`src/rtl/demux_pkg.sv`:
```
// Shared types for the demux scheduler: state encoding, channel select type, one-hot helper.
package demux_pkg;

    localparam int NCH = 8;

    typedef enum logic [1:0] {EMPTY, HOLD, STALL} sched_state_t;

    typedef logic [2:0] sel_t;

    function automatic logic [NCH-1:0] onehot8(sel_t s);
        return 8'b0000_0001 << s;
    endfunction

endpackage

```
`src/rtl/demux_sched_if.sv`:
```
// Producer/consumer bundle for demux_sched; slave is the scheduler side, master the environment side.
interface demux_sched_if #(
    parameter int W     = 8,
    parameter int CNT_W = 16
);
    import demux_pkg::*;

    logic [W-1:0]     d;
    logic             d_valid;
    logic             d_ready;
    logic [NCH-1:0]   ch_en;
    logic [W-1:0]     y;
    logic [NCH-1:0]   y_valid;
    logic [NCH-1:0]   y_ready;
    sel_t             sel;
    logic [CNT_W-1:0] xfer_cnt;

    modport master (
        output d, d_valid, ch_en, y_ready,
        input  d_ready, y, y_valid, sel, xfer_cnt
    );

    modport slave (
        input  d, d_valid, ch_en, y_ready,
        output d_ready, y, y_valid, sel, xfer_cnt
    );

endinterface

```
`src/rtl/demux_sched_rr_search.sv`:
```
// Combinational round-robin priority search: first set mask bit at or after start, wrapping mod 8.
module rr_search
    import demux_pkg::*;
(
    input  sel_t           start,
    input  logic [NCH-1:0] mask,
    output logic           found,
    output sel_t           idx
);

    sel_t cand;

    always_comb begin
        found = 1'b0;
        idx   = start;
        cand  = start;
        for (int i = 0; i < NCH; i++) begin
            cand = start + sel_t'(i);
            if (!found && mask[cand]) begin
                found = 1'b1;
                idx   = cand;
            end
        end
    end

endmodule

```
`src/rtl/demux_sched.sv`:
```
// One-word buffered round-robin scheduler feeding 8 channels through a shared data bus.
// Optional build macro DEMUX_SKIP_BUSY_EN: hop past a busy target to the next enabled, ready channel.
module demux_sched
    import demux_pkg::*;
#(
    parameter int W     = 8,
    parameter int CNT_W = 16
) (
    input logic          clk,
    input logic          n_reset,
    demux_sched_if.slave bus
);

    sched_state_t     state_q, state_d;
    logic [W-1:0]     y_q, y_d;
    sel_t             sel_q, sel_d;
    sel_t             ptr_q, ptr_d;
    logic [NCH-1:0]   y_valid_q, y_valid_d;
    logic [CNT_W-1:0] xfer_cnt_q, xfer_cnt_d;

    logic d_ready;
    logic in_fire;
    logic out_fire;
    sel_t sel_nxt;
    sel_t search_start;
    logic search_found;
    sel_t search_idx;

    assign sel_nxt  = sel_q + 3'd1;
    assign out_fire = y_valid_q[sel_q] & bus.y_ready[sel_q];
    // Ready is held low while reset is asserted even though the reset state is EMPTY.
    assign d_ready  = n_reset & ((state_q == EMPTY) | out_fire);
    assign in_fire  = bus.d_valid & d_ready;

    // In HOLD the next target always starts after SEL: either ptr just became SEL+1 or we retarget.
    assign search_start = (state_q == HOLD) ? sel_nxt : ptr_q;

    rr_search u_search (
        .start (search_start),
        .mask  (bus.ch_en),
        .found (search_found),
        .idx   (search_idx)
    );

`ifdef DEMUX_SKIP_BUSY_EN
    logic skip_found;
    sel_t skip_idx;

    rr_search u_skip (
        .start (sel_nxt),
        .mask  (bus.ch_en & bus.y_ready),
        .found (skip_found),
        .idx   (skip_idx)
    );
`endif

    always_comb begin
        state_d    = state_q;
        y_d        = y_q;
        sel_d      = sel_q;
        ptr_d      = ptr_q;
        xfer_cnt_d = xfer_cnt_q;
        case (state_q)
            EMPTY: begin
                if (in_fire) begin
                    y_d = bus.d;
                    if (search_found) begin
                        state_d = HOLD;
                        sel_d   = search_idx;
                    end else begin
                        state_d = STALL;
                    end
                end
            end
            HOLD: begin
                if (out_fire) begin
                    xfer_cnt_d = xfer_cnt_q + CNT_W'(1);
                    ptr_d      = sel_nxt;
                    if (in_fire) begin
                        y_d = bus.d;
                        if (search_found) begin
                            sel_d = search_idx;
                        end else begin
                            state_d = STALL;
                        end
                    end else begin
                        state_d = EMPTY;
                    end
                end else if (!bus.ch_en[sel_q]) begin
                    if (search_found) begin
                        sel_d = search_idx;
                    end else begin
                        state_d = STALL;
                    end
                end
`ifdef DEMUX_SKIP_BUSY_EN
                else if (!bus.y_ready[sel_q] && skip_found) begin
                    sel_d = skip_idx;
                end
`endif
            end
            STALL: begin
                if (search_found) begin
                    state_d = HOLD;
                    sel_d   = search_idx;
                end
            end
            default: begin
                state_d = EMPTY;
            end
        endcase
        y_valid_d = (state_d == HOLD) ? onehot8(sel_d) : '0;
    end

    always_ff @(posedge clk or negedge n_reset) begin
        if (!n_reset) begin
            state_q    <= EMPTY;
            y_q        <= '0;
            sel_q      <= '0;
            ptr_q      <= '0;
            y_valid_q  <= '0;
            xfer_cnt_q <= '0;
        end else begin
            state_q    <= state_d;
            y_q        <= y_d;
            sel_q      <= sel_d;
            ptr_q      <= ptr_d;
            y_valid_q  <= y_valid_d;
            xfer_cnt_q <= xfer_cnt_d;
        end
    end

    assign bus.d_ready  = d_ready;
    assign bus.y        = y_q;
    assign bus.y_valid  = y_valid_q;
    assign bus.sel      = sel_q;
    assign bus.xfer_cnt = xfer_cnt_q;

endmodule
```
`src/flat_wrapper.sv`:
```
// flat-port wrapper written by rule: the top's interface ports become plain ports
module demux_sched_flat import demux_pkg::*;
#(
    parameter int W     = 8,
    parameter int CNT_W = 16
)
  (clk, n_reset, bus_d, bus_d_valid, bus_ch_en, bus_y_ready, bus_d_ready, bus_y, bus_y_valid, bus_sel, bus_xfer_cnt);
  demux_sched_if #(.W(W), .CNT_W(CNT_W)) bus_i ();
  input logic clk;
  input logic n_reset;
  input wire logic [$bits(bus_i.d)-1:0] bus_d;
  input wire logic [$bits(bus_i.d_valid)-1:0] bus_d_valid;
  input wire logic [$bits(bus_i.ch_en)-1:0] bus_ch_en;
  input wire logic [$bits(bus_i.y_ready)-1:0] bus_y_ready;
  output wire logic [$bits(bus_i.d_ready)-1:0] bus_d_ready;
  output wire logic [$bits(bus_i.y)-1:0] bus_y;
  output wire logic [$bits(bus_i.y_valid)-1:0] bus_y_valid;
  output wire logic [$bits(bus_i.sel)-1:0] bus_sel;
  output wire logic [$bits(bus_i.xfer_cnt)-1:0] bus_xfer_cnt;
  assign bus_i.d = bus_d;
  assign bus_i.d_valid = bus_d_valid;
  assign bus_i.ch_en = bus_ch_en;
  assign bus_i.y_ready = bus_y_ready;
  assign bus_d_ready = bus_i.d_ready;
  assign bus_y = bus_i.y;
  assign bus_y_valid = bus_i.y_valid;
  assign bus_sel = bus_i.sel;
  assign bus_xfer_cnt = bus_i.xfer_cnt;
  demux_sched #(.W(W), .CNT_W(CNT_W)) u_core (.clk(clk), .n_reset(n_reset), .bus(bus_i));
endmodule
```
`config.mk`:
```
export PLATFORM = sky130hd
export DESIGN_NAME = demux_sched_flat
export DESIGN_NICKNAME = d
export VERILOG_FILES = /design/src/rtl/demux_pkg.sv /design/src/rtl/demux_sched_if.sv /design/src/rtl/demux_sched_rr_search.sv /design/src/rtl/demux_sched.sv /design/src/flat_wrapper.sv
export SDC_FILE = /design/constraint.sdc
export NUM_CORES = 1
export LEC_CHECK = 0
export CAP_MARGIN = 10
export CORE_MARGIN = 2
export CORE_UTILIZATION = 57
export CTS_BUF_LIST = sky130_fd_sc_hd__clkbuf_8
export CTS_CLUSTER_SIZE = 10
export DETAILED_ROUTE_END_ITERATION = 8
export HOLD_SLACK_MARGIN = 0.05
export PLACE_DENSITY_LB_ADDON = 0.12
export SLEW_MARGIN = 25
export SYNTH_ARGS = -nofsm -noshare
export SYNTH_HDL_FRONTEND = slang
export SYNTH_SLANG_ARGS = --single-unit
```
`constraint.sdc`:
```
create_clock -name clk -period 7.5 [get_ports clk]
set_input_delay 0.75 -clock clk [delete_from_list [all_inputs] [get_ports clk]]
set_output_delay 0.75 -clock clk [all_outputs]
set_load 0.01 [all_outputs]
```
# == Yosys cells after proc, flatten, opt, wreduce, memory -nomap -nowiden ==
# Cells that the tools add are included.
# op_classes
add_sub_neg,9
mul,0
div,0
magnitude_cmp,9
eq_ne,4
n_shift,1
muxes,55
bitwise,4
reduce_logical,18
# op_table
cell,n
$lt A3 B4 Y1 const B,9
$mux W3,12
$bmux W1 S3,11
$mux W8,3
$mux W1,19
$add A16 B1 Y16 const B,1
$pmux W8 S2,1
$mux W2,7
$add A3 B3 Y3 const B,4
$pmux W3 S3,1
$shl A1 B3 Y8 const A,1
$logic_and A1 B1 Y1,7
$logic_not A1 Y1,7
$add A3 B1 Y3 const B,2
$add A3 B2 Y3 const B,2
$pmux W2 S3,1
$eq A2 B1 Y1 const B,2
$reduce_and A2 Y1,2
$and A1 B1 Y1,3
$eq A2 B2 Y1 const B,1
$logic_not A2 Y1,1
$ne A2 B1 Y1 const B,1
$reduce_bool A2 Y1,1
$or A1 B1 Y1,1
# word_totals
register_bits,40
latchBits,0
ramBits,0
rom_bits,0
output_inout_bits,36
mem_count,0

# == Logic depth before layout (Yosys ltp) ==
# Gate-level depths: netlist of run 1.
# depth
word_depth,32
depth_mapped,14

# == Hierarchy ==
# From an unflattened synthesis of run 1, not the netlist that was laid out.
# unflattened
hier_cells,305
hier_area_um2,3031.7
# modules_own_cells
mod,n_inst,cells_each,area_per_inst_um2
demux_sched,1,208,2164.6
rr_search,1,97,867.1

# == Worst setup path after synthesis of run 1 ==
# OpenSTA, ideal clock, no wires.
# synth_path
kind,reg-to-reg
from,"register u_core.sel_q[0], in the netlist u_core.bus.sel[0]"
to,"register u_core.y_valid_q[7], in the netlist u_core.bus.y_valid[7]"
setup_ps,120
arrival_time_ps,3746
t_required_ps,7380
slack_ps,3634
stages_incl_launch_ff,12
path_buffers,0
cell_sequence,dfrtp_1 > ha_1 > mux2_2 > ha_1 > xnor2_2 > mux2i_4 > o2111ai_2 > or3_1 > or4b_1 > o2111ai_2 > or2_2 > and3b_1
# synth_via
elab_chain_len,32
elab_cells_between_ends,80
cone_classes,8 x add/sub; 1 x eq/ne; 1 x shift; 52 x mux; 4 x bitwise; 14 x reduce/logical
# synth_lines
element,line_no,rtl
"start, declared",demux_sched.sv:16,"sel_t sel_q, sel_d;"
"start signal, assigned",demux_sched.sv:126,sel_q <= sel_d;
$add A3 B1 Y3 (*),demux_sched.sv:29,assign sel_nxt = sel_q + 3'd1;
via u_core.sel_nxt[1],demux_sched.sv:24,sel_t sel_nxt;
$mux W3 (*),demux_sched.sv:36,assign search_start = (state_q == HOLD) ? sel_nxt : ptr_q;
"parallel branches: the longest is 29 deep, another holds $add A3 B1 Y3",--,
$mux W8 (*),demux_sched.sv:112,y_valid_d = (state_d == HOLD) ? onehot8(sel_d) : '0;
via u_core.y_valid_d[7],demux_sched.sv:18,"logic [NCH-1:0] y_valid_q, y_valid_d;"
"end signal, assigned",demux_sched.sv:128,y_valid_q <= y_valid_d;
"end, declared",demux_sched.sv:18,
# Mark *: on every way through the listed nets, which the timed path passes. The select of a mux whose other input is x is not followed.
# A chain may end at the register's enable or synchronous reset.

# == Worst setup path in the final report of run 1 ==
# layout_path
from,register u_core.state_q[0]
to,"register u_core.y_valid_q[7], in the netlist u_core.bus.y_valid[7]"
# layout_via
elab_chain_len,32
elab_cells_between_ends,75
cone_classes,7 x add/sub; 3 x eq/ne; 1 x shift; 46 x mux; 3 x bitwise; 15 x reduce/logical
# layout_lines
element,line_no,rtl
"start, declared",demux_sched.sv:14,"sched_state_t state_q, state_d;"
"start signal, assigned",demux_sched.sv:124,state_q <= state_d;
"parallel branches: the longest is 31 deep, another holds $add A3 B1 Y3",--,
$mux W8 (*),demux_sched.sv:112,
via u_core.y_valid_d[7],demux_sched.sv:18,
# Marked as above.

==> results of run 1 <==
-- per-layer routing --
| layer | routed length (um) | up-vias | share of wire | track usage |
|---|---|---|---|---|
| li1 | - | 1315 | - | - |
| met1 | 3330 | 1328 | 0.43 | 0.376 |
| met2 | 3660 | 137 | 0.47 | 0.442 |
| met3 | 619 | 15 | 0.079 | 0.0592 |
| met4 | 176 | 0 | 0.023 | 0.109 |
| met5 | 0 | - | 0 | 0 |
-- cell usage after synthesis, drive strengths merged, types with 8 or more instances --
cell type,count,area (sq um)
o211ai,18,135
nor2,15,56.3
inv,9,33.8
and2,8,50.1
mux2,20,225
mux2i,12,158
nand2,29,109
dfrtp,40,1000
a21oi,19,95.1
o21ai,10,53.8
nand3,17,85.1
nand4,8,50.1
xnor2,16,148
-- logic make-up after synthesis --
kind of cell	synth area share
AO/OA/AOI/OAI	0.189
XOR/XNOR	0.0639
adder cells (fa/ha/maj)	0.0167
buffers and inverters	0.0318
flip-flops	0.334
multiplexers	0.150
AND/OR/NAND/NOR	0.214
-- worst paths after layout --
| kind | from | to | slack [ns] | depth (start not counted) |
|---|---|---|---|---|
| worst min-delay path | n_reset | u_core.bus.y_valid[3] | 0.42 | 1 |
| worst max-delay path | u_core.state_q[0] | u_core.bus.y_valid[7] | 3.07 | 12 |
| worst max register to register | u_core.state_q[0] | u_core.bus.y_valid[7] | 3.07 | 12 |
| min in group clk | u_core.bus.xfer_cnt[15] | u_core.bus.xfer_cnt[15] | 0.48 | 1 |
| worst min register to register | u_core.bus.xfer_cnt[15] | u_core.bus.xfer_cnt[15] | 0.48 | 1 |
| max in group asynchronous | n_reset | u_core.bus.xfer_cnt[1] | 6.71 | 1 |
-- registers in the layout (all words and copies together) (netlist names) --
signal,cells
u_core.bus.sel,3
u_core.bus.y,8
u_core.state_q,2
u_core.bus.y_valid,8
u_core.ptr_q,3
u_core.bus.xfer_cnt,16
-- stage by stage --
stage | std cells | setup slack [ns] | utilization
after global routing | 447 | 2.77 | 0.744
final | 447 | 3.07 | 0.744
after detailed placement | 439 | 3.13 | 0.719
after CTS | 447 | 3.10 | 0.742
after floorplan | 318 | 3.63 | -
after global placement | 439 | 3.24 | 0.719
-- area by class of cell --
class	instances	area (sq um)
Tap cell	70	87.6
Clock buffer	5	68.8
Clock inverter	3	46.3
Multi-Input combinational cell	256	1900
Fill cell	379	1300
Timing Repair Buffer	64	633
Inverter	9	33.8
Sequential cell	40	1000
-- critical path, delay by kind of cell, from the launching register on --
kind                     cells  cell delay, ns
AND/OR/NAND/NOR              5            1.46
flip-flops                   1            0.56
XOR/XNOR                     1            0.46
multiplexers                 2            0.90
adder cells (fa/ha/maj)      1            0.30
buffers and inverters        1            0.25
AO/OA/AOI/OAI                2            0.39
==> summary.md, run 1 <==
| Metric | Value |
|---|---|
| Worst slew margin | `0.511` |
| Largest net degree at the start of global routing | `45` |
| I/O pin cnt | `63` |
| Cts hold-fix bufs | `0` |
| CP max FO | `18` |
| Critical path's slowest cell | `dfrtp_1` |
| Drt total wl | `~7800 um` |
| CTS tree | `yes` |
| Core Area | `a little over 5000 sq um` |
| Async S/R FF share, synth | `1.00` |
| Area growth from synthesis to layout | `26.0%` |
| # DRC | `0` |
| Critical Path AT | `approximately 4.6 ns` |
| CTS Sinks | `40` |
| Row count | `26` |
| Prevailing post-synth register cell | `dfrtp_1` |
| Grt ovf | `0` |
| Clock Skew | `0.0114 ns` |
| Unrepaired setup endpoints after global routing | `no` |
| Post-route cell area | `between 3000 and 4000 sq um` |
| Syn Inst Count | `318` |
| Worst-margin pin slew | `roughly 0.71 ns` |
| 1st-iter DRT viols | `between 300 and 400` |
| Setup violations, final | `0` |
| Final setup TNS | `0 ns` |
| DR vias | `2795` |
| Syn_nets | `between 300 and 400` |
| Commonest non-fill, non-tap cell in the layout | `clkdlybuf4s50_1` |
| Initial cell density of the core | `0.590` |
| WL/cell | `~17 um` |
| Synth unique cells | `between 50 and 60` |
| Ratio of cells with drive above 1 in the final layout | `0.133` |
| Die boundary width | `about 76 um` |
| All-Layer GR Usage | `0.279` |
| Port Buffers | `a little over 60` |
| Period minus WS final | `~4.4 ns` |
| Hold Path Class | `in -> async` |
| Detailed Place HPWL | `around 5800 um` |
| Slew Limit Fails | `0` |
| Die area | `between 5000 and 6000 sq um` |
| Clock buffer depth | `2` |
| Vias in the first global route | `between 2000 and 3000` |
| Clk_lat worst skew | `about 0.31 ns` |
| Max Cap Viol | `0` |
| Most frequent cells in the layout | `clkdlybuf4s50_1 (61), dfrtp_1 (40), nand2_1 (29)` |
| EDFF count, synth | `0` |
| Fin crit share | `0.591` |
| Post-CTS resize count | `0` |
| Area after DPL | `around 3700 sq um` |
| RD Place Congestion | `0.987` |
| Req. time, crit path | `between 7 and 8 ns` |
| Worst setup path category | `reg -> reg` |
| Crit. End Element | `flop` |
| Setup bufs post-CTS | `0` |
| Final Hold Viols | `0` |
| Number of CTS-inserted buffers | `5` |
| Mapped cell area | `between 2000 and 3000 sq um` |
| Root Driver | `clkbuf_8` |
| CTS H-tree depth | `2` |
| Antenna Diode Count | `0` |
| Outcome | `completed` |
| CP max stage delay | `0.56 ns` |
| CTS clk-pin slew, worst paths | `approximately 0.08 ns` |
| Routed Antenna Nets | `0` |
| Via density per instance | `~6.3` |
| Drt pass-1 iters | `6` |
| First-pass GRT wire length | `about 13000 um` |
| Post-synthesis sequential area ratio | `0.334` |
| Die H | `approximately 76 um` |
| Type of origin of the critical path | `flop` |
| Fmax | `roughly 230 MHz` |
| Yosys reg bits | `40` |
| Nets@finish | `between 400 and 500` |
| Initial antenna violation count | `0` |
| Avg Cell Area, Syn | `roughly 9.4 sq um` |
| YS warnings | `0` |
| Hold Slack | `between 0.4 and 0.5 ns` |
| Crit path cell chain | `nor2b_1 > buf_4 > mux2_2 > ha_1 > xnor2_2 > mux2i_4 > o2111ai_2 > or3_1 > or4b_1 > o2111ai_2 > or2_2 > and3b_1` |
| Cell with the most instances on the worst path | `o2111ai_2` |
Power of run 1 is not shown: default switching activity piles up to over one toggle a cycle in this logic, so the estimate is an artifact.
==> run 2: changes to the inputs <==
- CORE_UTILIZATION: 57 -> 48
- clock period: 7.5 -> 3.7 ns (I/O delays scaled with it)
==> run 2 against run 1 <==
Against the previous run: critical path depth unchanged; critical path type unchanged; maximum frequency increased by 25%; final cell count increased by 7.6%; final area increased by 7.2%; utilization is 6.8 points lower; count of clock-buffer cells in the layout is 2 higher; highest routed layer unchanged; global-route usage down 3.1 points.
==> summary.md, run 2 (synthesis gave the netlist of run 1 again) <==
| Metric | Value |
|---|---|
| Drt pass-1 iters | `4 (-2)` |
| # DRC | `0 (unchanged)` |
| Core Area | `5990 sq um (+18%)` |
| Via density per instance | `6.03 (-3.5%)` |
| Number of CTS-inserted buffers | `5 (unchanged)` |
| Ratio of cells with drive above 1 in the final layout | `0.212 (+0.0792)` |
| Fillers | `488 (+29%)` |
| Outcome | `completed` |
| Most frequent cells in the layout | `clkdlybuf4s50_1 (61), dfrtp_1 (40), buf_4 (31)` |
| Fin cells | `481 (+7.6%)` |
| Commonest non-fill, non-tap cell in the layout | `clkdlybuf4s50_1` |
| Area after DPL | `3860 sq um (+5.7%)` |
| Fin crit share | `0.959 (+0.368)` |
| Largest net degree at the start of global routing | `43 (-4.4%)` |
| Clk_lat worst skew | `0.30 ns (about the same)` |
| Critical Path AT | `3.74 ns (-0.89 ns)` |
| CTS Sinks | `40 (unchanged)` |
| Placed cell count | `469 (+6.8%)` |
| Detailed Place HPWL | `6560 um (+14%)` |
| Worst slew margin | `0.649 (+0.138)` |
| Root Driver | `clkbuf_8` |
| Area growth from synthesis to layout | `35.1%` |
| Period minus WS final | `3.55 ns (-0.886 ns)` |
| CTS clk-pin slew, worst paths | `0.08 ns (about the same)` |
| Drt total wl | `8550 um (+9.8%)` |
| All-Layer GR Usage | `0.248 (-0.0306)` |
| First-pass GRT wire length | `14000 um (+6.8%)` |
| I/O pin cnt | `63 (unchanged)` |
| Clock Skew | `0.00470 ns (-0.00671 ns)` |
| Antenna Diode Count | `0 (unchanged)` |
| FF/Latch Area | `1000 sq um (unchanged)` |
| RD Place Congestion | `0.971 (-1.6%)` |
| CTS H-tree depth | `2 (unchanged)` |
| Critical path's slowest cell | `or4b_1` |
| Post-route cell area | `4050 sq um (+7.2%)` |
| Slew Limit Fails | `0 (unchanged)` |
| CP max FO | `4 (-14)` |
| Worst setup path category | `reg -> reg` |
| Cell with the most instances on the worst path | `o2111ai_2` |
| WL/cell | `17.8 um (+2.1%)` |
| Nets@finish | `436 (+7.1%)` |
| Worst-margin pin slew | `0.527 ns (-0.187 ns)` |
| Clock buffer depth | `2 (unchanged)` |
| Routed Antenna Nets | `0 (unchanged)` |
| Die boundary width | `83.0 um (+8.5%)` |
| Type of origin of the critical path | `flop` |
| Die H | `83.0 um (+8.5%)` |
| Vias in the first global route | `2846 (+6.0%)` |
| Crit. End Element | `flop` |
| Setup violations, final | `0 (unchanged)` |
| Fin util | `0.675 (-0.0682)` |
| Initial antenna violation count | `0 (unchanged)` |
| 1st-iter DRT viols | `197 (-40%)` |
| Hold Path Class | `in -> async` |
| Fmax | `282 MHz (+25%)` |
| Initial cell density of the core | `0.500 (-0.0902)` |
| Final Hold Viols | `0 (unchanged)` |
| DR vias | `2902 (+3.8%)` |
| Grt ovf | `0 (unchanged)` |
| Row count | `28 (+7.7%)` |
| CP max stage delay | `0.55 ns (about the same)` |
| Area of the multi-input gates | `1940 sq um (+2.1%)` |
| Max Cap Viol | `0 (unchanged)` |
| Max reg flops | `16 (unchanged)` |
| CTS tree | `yes` |
| Req. time, crit path | `3.89 ns (-3.80 ns)` |
| Crit path cell chain | `ha_1 > mux2_2 > ha_2 > xnor2_4 > buf_4 > mux2i_4 > o2111ai_2 > or3_1 > or4b_1 > o2111ai_2 > or2_2 > and3b_1` |
| Die area | `6890 sq um (+18%)` |
| Port Buffers | `62 (unchanged)` |
==> run 2: repair_timing <==
item | 4_1_cts | 5_1_grt
gates resized for setup | 0 | 8
setup endpoints to repair | 0 | 8
hold buffers | 0 | 0
setup buffers | 0 | 4
==> run 2: final timing paths <==
| check | start | end | slack, ns | cells past startpoint |
|---|---|---|---|---|
| setup / recovery | u_core.bus.sel[0] | u_core.bus.y_valid[7] | 0.15 | 12 |
| hold / removal | n_reset | u_core.bus.xfer_cnt[14] | 0.17 | 2 |
| setup reg to reg | u_core.bus.sel[0] | u_core.bus.y_valid[7] | 0.15 | 12 |
| hold reg to reg | u_core.bus.xfer_cnt[15] | u_core.bus.xfer_cnt[15] | 0.47 | 1 |
| max in group asynchronous | n_reset | u_core.ptr_q[0] | 3.17 | 2 |
| min in group clk | u_core.bus.xfer_cnt[15] | u_core.bus.xfer_cnt[15] | 0.47 | 1 |
==> run 2: worst max-delay path, delay by kind of cell, from the launching register on <==
| family | cells | cell delay (ns) |
|---|---|---|
| AOI/OAI and AO/OA | 2 | 0.26 |
| muxes | 2 | 0.53 |
| DFF | 1 | 0.39 |
| xor gates and xnor gates | 1 | 0.26 |
| buffers and inverters | 1 | 0.17 |
| and+or+nand+nor | 4 | 1.26 |
| adders and majority gates | 2 | 0.56 |
==> run 2: per-layer routing <==
| metal | part of all wire | track usage | wire, um |
|---|---|---|---|
| met4 | 0.015 | 0.0596 | 128 |
| met3 | 0.061 | 0.0596 | 525 |
| met5 | 0 | 0 | 0 |
| met2 | 0.47 | 0.399 | 4010 |
| met1 | 0.45 | 0.340 | 3890 |
==> run 2: area by class of cell <==
cell class	count	share of cell area
clock buffer	7	0.0238
clock inverter	1	0.00742
inverter	9	0.00835
multi-input combinational	256	0.480
sequential	40	0.247
tap	75	0.0232
timing repair buffer	93	0.210
==> run 2: metrics by stage <==
step / hold slack [ns] / setup TNS (ns) / setup WS (ns)
after floorplan: 0.0744 / -0.0500 / -0.0500
after global placement: 0.454 / 0 / 0.143
after detailed placement: 0.463 / 0 / 0.0616
after CTS: 0.179 / 0 / 0.0477
after global routing: 0.200 / -0.0108 / -0.00584
final: 0.173 / 0 / 0.153
Power of run 2 is left out for the same reason.
==> run 3: changes to the inputs <==
- ABC_AREA: not set -> 1
- CORE_MARGIN: 2 -> not set
==> run 3 against run 2 <==
Against the previous run: first-iteration DRC count fell by 41%; critical endpoint is now u_core.bus.y_valid[5]; clock skew increased by 0.0011 ns; sequential share of layout area rose by 2.3 points; critical path type unchanged; global-route usage increased by 0.65 points.
==> summary.md, run 3 <==
| Metric | Value |
|---|---|
| Outcome | `completed` |
| DR vias | `2898 (-0.14%)` |
| Row count | `27 (-3.6%)` |
| CP max FO | `12 (+8)` |
| End of the worst register-to-register path | `u_core.bus.y_valid[5]` |
| Worst setup path category | `reg -> reg` |
| WL/cell | `14.0 um (-21%)` |
| Vias in the first global route | `2722 (-4.4%)` |
| Number of CTS-inserted buffers | `5 (unchanged)` |
| CTS tree | `yes` |
| Routed Antenna Nets | `0 (unchanged)` |
| Max reg flops | `16 (unchanged)` |
| Crit path cell chain | `inv_6 > nand2_8 > nand2_1 > nand2_2 > ha_1 > inv_1 > nand3_1 > nand3_1 > nand2_1 > nand3_4 > inv_2 > nand3_1 > nor2_2 > nand2_1 > nand3_1 > nand3_1 > nand2_1 > nand2_1 > nand2_1 > nand2_1 > nor2_1` |
| CTS Sinks | `40 (unchanged)` |
| First-pass GRT wire length | `12400 um (-11%)` |
| CTS clk-pin slew, worst paths | `0.08 ns (about the same)` |
| Final Hold Viols | `0 (unchanged)` |
| All-Layer GR Usage | `0.255 (+0.00653)` |
| Type of origin of the critical path | `flop` |
| 1st-iter DRT viols | `116 (-41%)` |
| Initial antenna violation count | `0 (unchanged)` |
| RD Place Congestion | `0.875 (-9.9%)` |
| Clock buffer depth | `2 (unchanged)` |
| Worst-case reg-to-reg path depth | `21 (+9)` |
| Cts hold-fix bufs | `0 (unchanged)` |
| Async S/R FF share, synth | `1.00 (unchanged)` |
| Period minus WS final | `3.15 ns (-0.395 ns)` |
| Req. time, crit path | `3.92 ns (+0.03 ns)` |
| Post-synth top area cell | `dfrtp_1` |
| Drt pass-1 iters | `5 (+1)` |
| Prevailing post-synth register cell | `dfrtp_1` |
| Antenna Diode Count | `0 (unchanged)` |
| Mapped cell area | `2890 sq um (-3.5%)` |
| Die H | `79.6 um (-4.1%)` |
| Most frequent cells after synthesis | `nand2_1 (110), nand3_1 (71), inv_1 (41)` |
| Cell with the most instances on the worst path | `nand2_1` |
| Main area contributors after synthesis | `dfrtp_1 (35%), nand2_1 (14%), nand3_1 (12%), inv_1 (5.3%), mux2_2 (3.5%)` |
| Core Area | `5640 sq um (-5.8%)` |
| Clk_lat worst skew | `0.30 ns (about the same)` |
| Hold Path Class | `in -> async` |
| Grt ovf | `0 (unchanged)` |
| Worst-margin pin slew | `0.675 ns (+0.148 ns)` |
| Largest net degree at the start of global routing | `41 (-4.7%)` |
| Critical Path AT | `3.38 ns (-0.36 ns)` |
| Final setup TNS | `0 ns (unchanged)` |
| Crit. End Element | `flop` |
| Detailed Place HPWL | `5840 um (-11%)` |
| Hold Slack | `0.146 ns (-0.0266 ns)` |
| Critical path's slowest cell | `dfrtp_1` |
| CTS H-tree depth | `2 (unchanged)` |
| # DRC | `0 (unchanged)` |
| Slew Limit Fails | `0 (unchanged)` |
| Area share of the largest cell type after synthesis | `0.346 (+0.0122)` |
| Unrepaired setup endpoints after global routing | `no` |
| Setup bufs post-CTS | `0 (unchanged)` |
| Most frequent cells in the layout | `nand2_1 (110), nand3_1 (71), clkdlybuf4s50_1 (61)` |
| Post-synthesis sequential area ratio | `0.346 (+0.0122)` |
| Via density per instance | `5.45 (-9.7%)` |
| Initial cell density of the core | `0.512 (+0.0123)` |
| Yosys reg bits | `40 (unchanged)` |
| Root Driver | `clkbuf_8` |
| Ratio of cells with drive above 1 in the final layout | `0.113 (-0.0988)` |
| Die area | `6330 sq um (-8.0%)` |
| Most frequent cell after synthesis | `nand2_1` |
| Area growth from synthesis to layout | `28.1%` |
| Setup violations, final | `0 (unchanged)` |
| Avg Cell Area, Syn | `7.35 sq um (-22%)` |
| Worst slew margin | `0.548 (-0.100)` |
| Clock Skew | `0.00581 ns (+0.00111 ns)` |
| I/O pin cnt | `63 (unchanged)` |
| Reg2reg start | `u_core.state_q[1]` |
| Nets@finish | `490 (+12%)` |
| Worst reg-to-reg setup slack | `0.55 ns (+0.40 ns)` |
| Synth unique cells | `38 (-34%)` |
| Syn Inst Count | `393 (+24%)` |
| EDFF count, synth | `0 (unchanged)` |
| CP max stage delay | `0.52 ns (-0.03 ns)` |
| Commonest non-fill, non-tap cell in the layout | `nand2_1` |
| Max Cap Viol | `0 (unchanged)` |
| YS warnings | `0 (unchanged)` |
| Syn_nets | `424 (+21%)` |
| Post-CTS resize count | `0 (unchanged)` |
| Die boundary width | `79.6 um (-4.1%)` |
| Port Buffers | `62 (unchanged)` |
| Fmax | `317 MHz (+13%)` |
| Drt total wl | `7470 um (-13%)` |
| Fin crit share | `0.852 (-0.107)` |
## run 3: cell count changes after synthesis, sizes merged, moves of 6 or more
cell    previous run  this run
a21oi             19        10
and2               8         0
inv                9        46
mux2              20         9
mux2i             12         0
nand2             29       123
nand3             17        76
nand3b             6         0
nor2              15        25
o211ai            18         3
xnor2             16         6
## run 3: cell type report
cell class	instances	area, sq um
clock buffers	7	96.3
clock inverters	1	30.0
fillers	497	1940
inverters	46	180
multi-input cells	300	1660
flip-flops and latches	40	1000
well taps	72	90.1
repair buffers	66	646
## run 3: cell families (layout without fill, tap and decap cells)
| kind of cell | count (synthesis) | after routing | synth area share |
|---|---|---|---|
| buffers and inverters | 53 | 120 | 0.0801 |
| xor gates and xnor gates | 15 | 15 | 0.0455 |
| DFF | 40 | 40 | 0.346 |
| and+or+nand+nor | 241 | 241 | 0.410 |
| adders and majority gates | 4 | 4 | 0.0173 |
| muxes | 9 | 9 | 0.0351 |
| AOI/OAI and AO/OA | 31 | 31 | 0.0654 |
## run 3: stage by stage
step / utilization / area, sq um / worst slack, ns / std cells
finish: 0.656 / 3700 / 0.548 / 532
global placement: 0.633 / 3570 / 0.674 / 524
global route: 0.656 / 3700 / 0.292 / 532
detailed placement: 0.633 / 3570 / 0.636 / 524
CTS: 0.656 / 3700 / 0.605 / 532
floorplan: - / 2890 / 0.866 / 393
## run 3: how the worst max path moves through the flow
stage	slack, ns	depth (start not counted)	start	endpoint
final	0.55	21	u_core.state_q[1]	u_core.bus.y_valid[5]
after global routing	0.29	20	u_core.state_q[1]	u_core.bus.y_valid[5]
after CTS	0.60	20	u_core.state_q[0]	u_core.bus.y_valid[5]
after detailed placement	0.64	21	u_core.state_q[1]	u_core.bus.y_valid[5]
after global placement	0.67	18	u_core.bus.sel[0]	u_core.bus.y_valid[5]
after floorplan	0.87	20	u_core.bus.sel[0]	u_core.bus.y_valid[3]
## run 3: critical path, delay by kind of cell (launching register included)
| family | cells | cell delay [ns] |
|---|---|---|
| buffers and inverters | 3 | 0.35 |
| adders and majority gates | 1 | 0.41 |
| and+or+nand+nor | 17 | 1.81 |
| DFF | 1 | 0.52 |
## run 3: metal layers
layer / share of wire / up-vias / GRT usage
met2: 0.46 / 99 / 0.410
met1: 0.46 / 1359 / 0.326
met3: 0.053 / 18 / 0.0537
met5: 0 / - / 0
li1: - / 1422 / -
met4: 0.027 / 0 / 0.116
Power of run 3 is left out for the same reason.
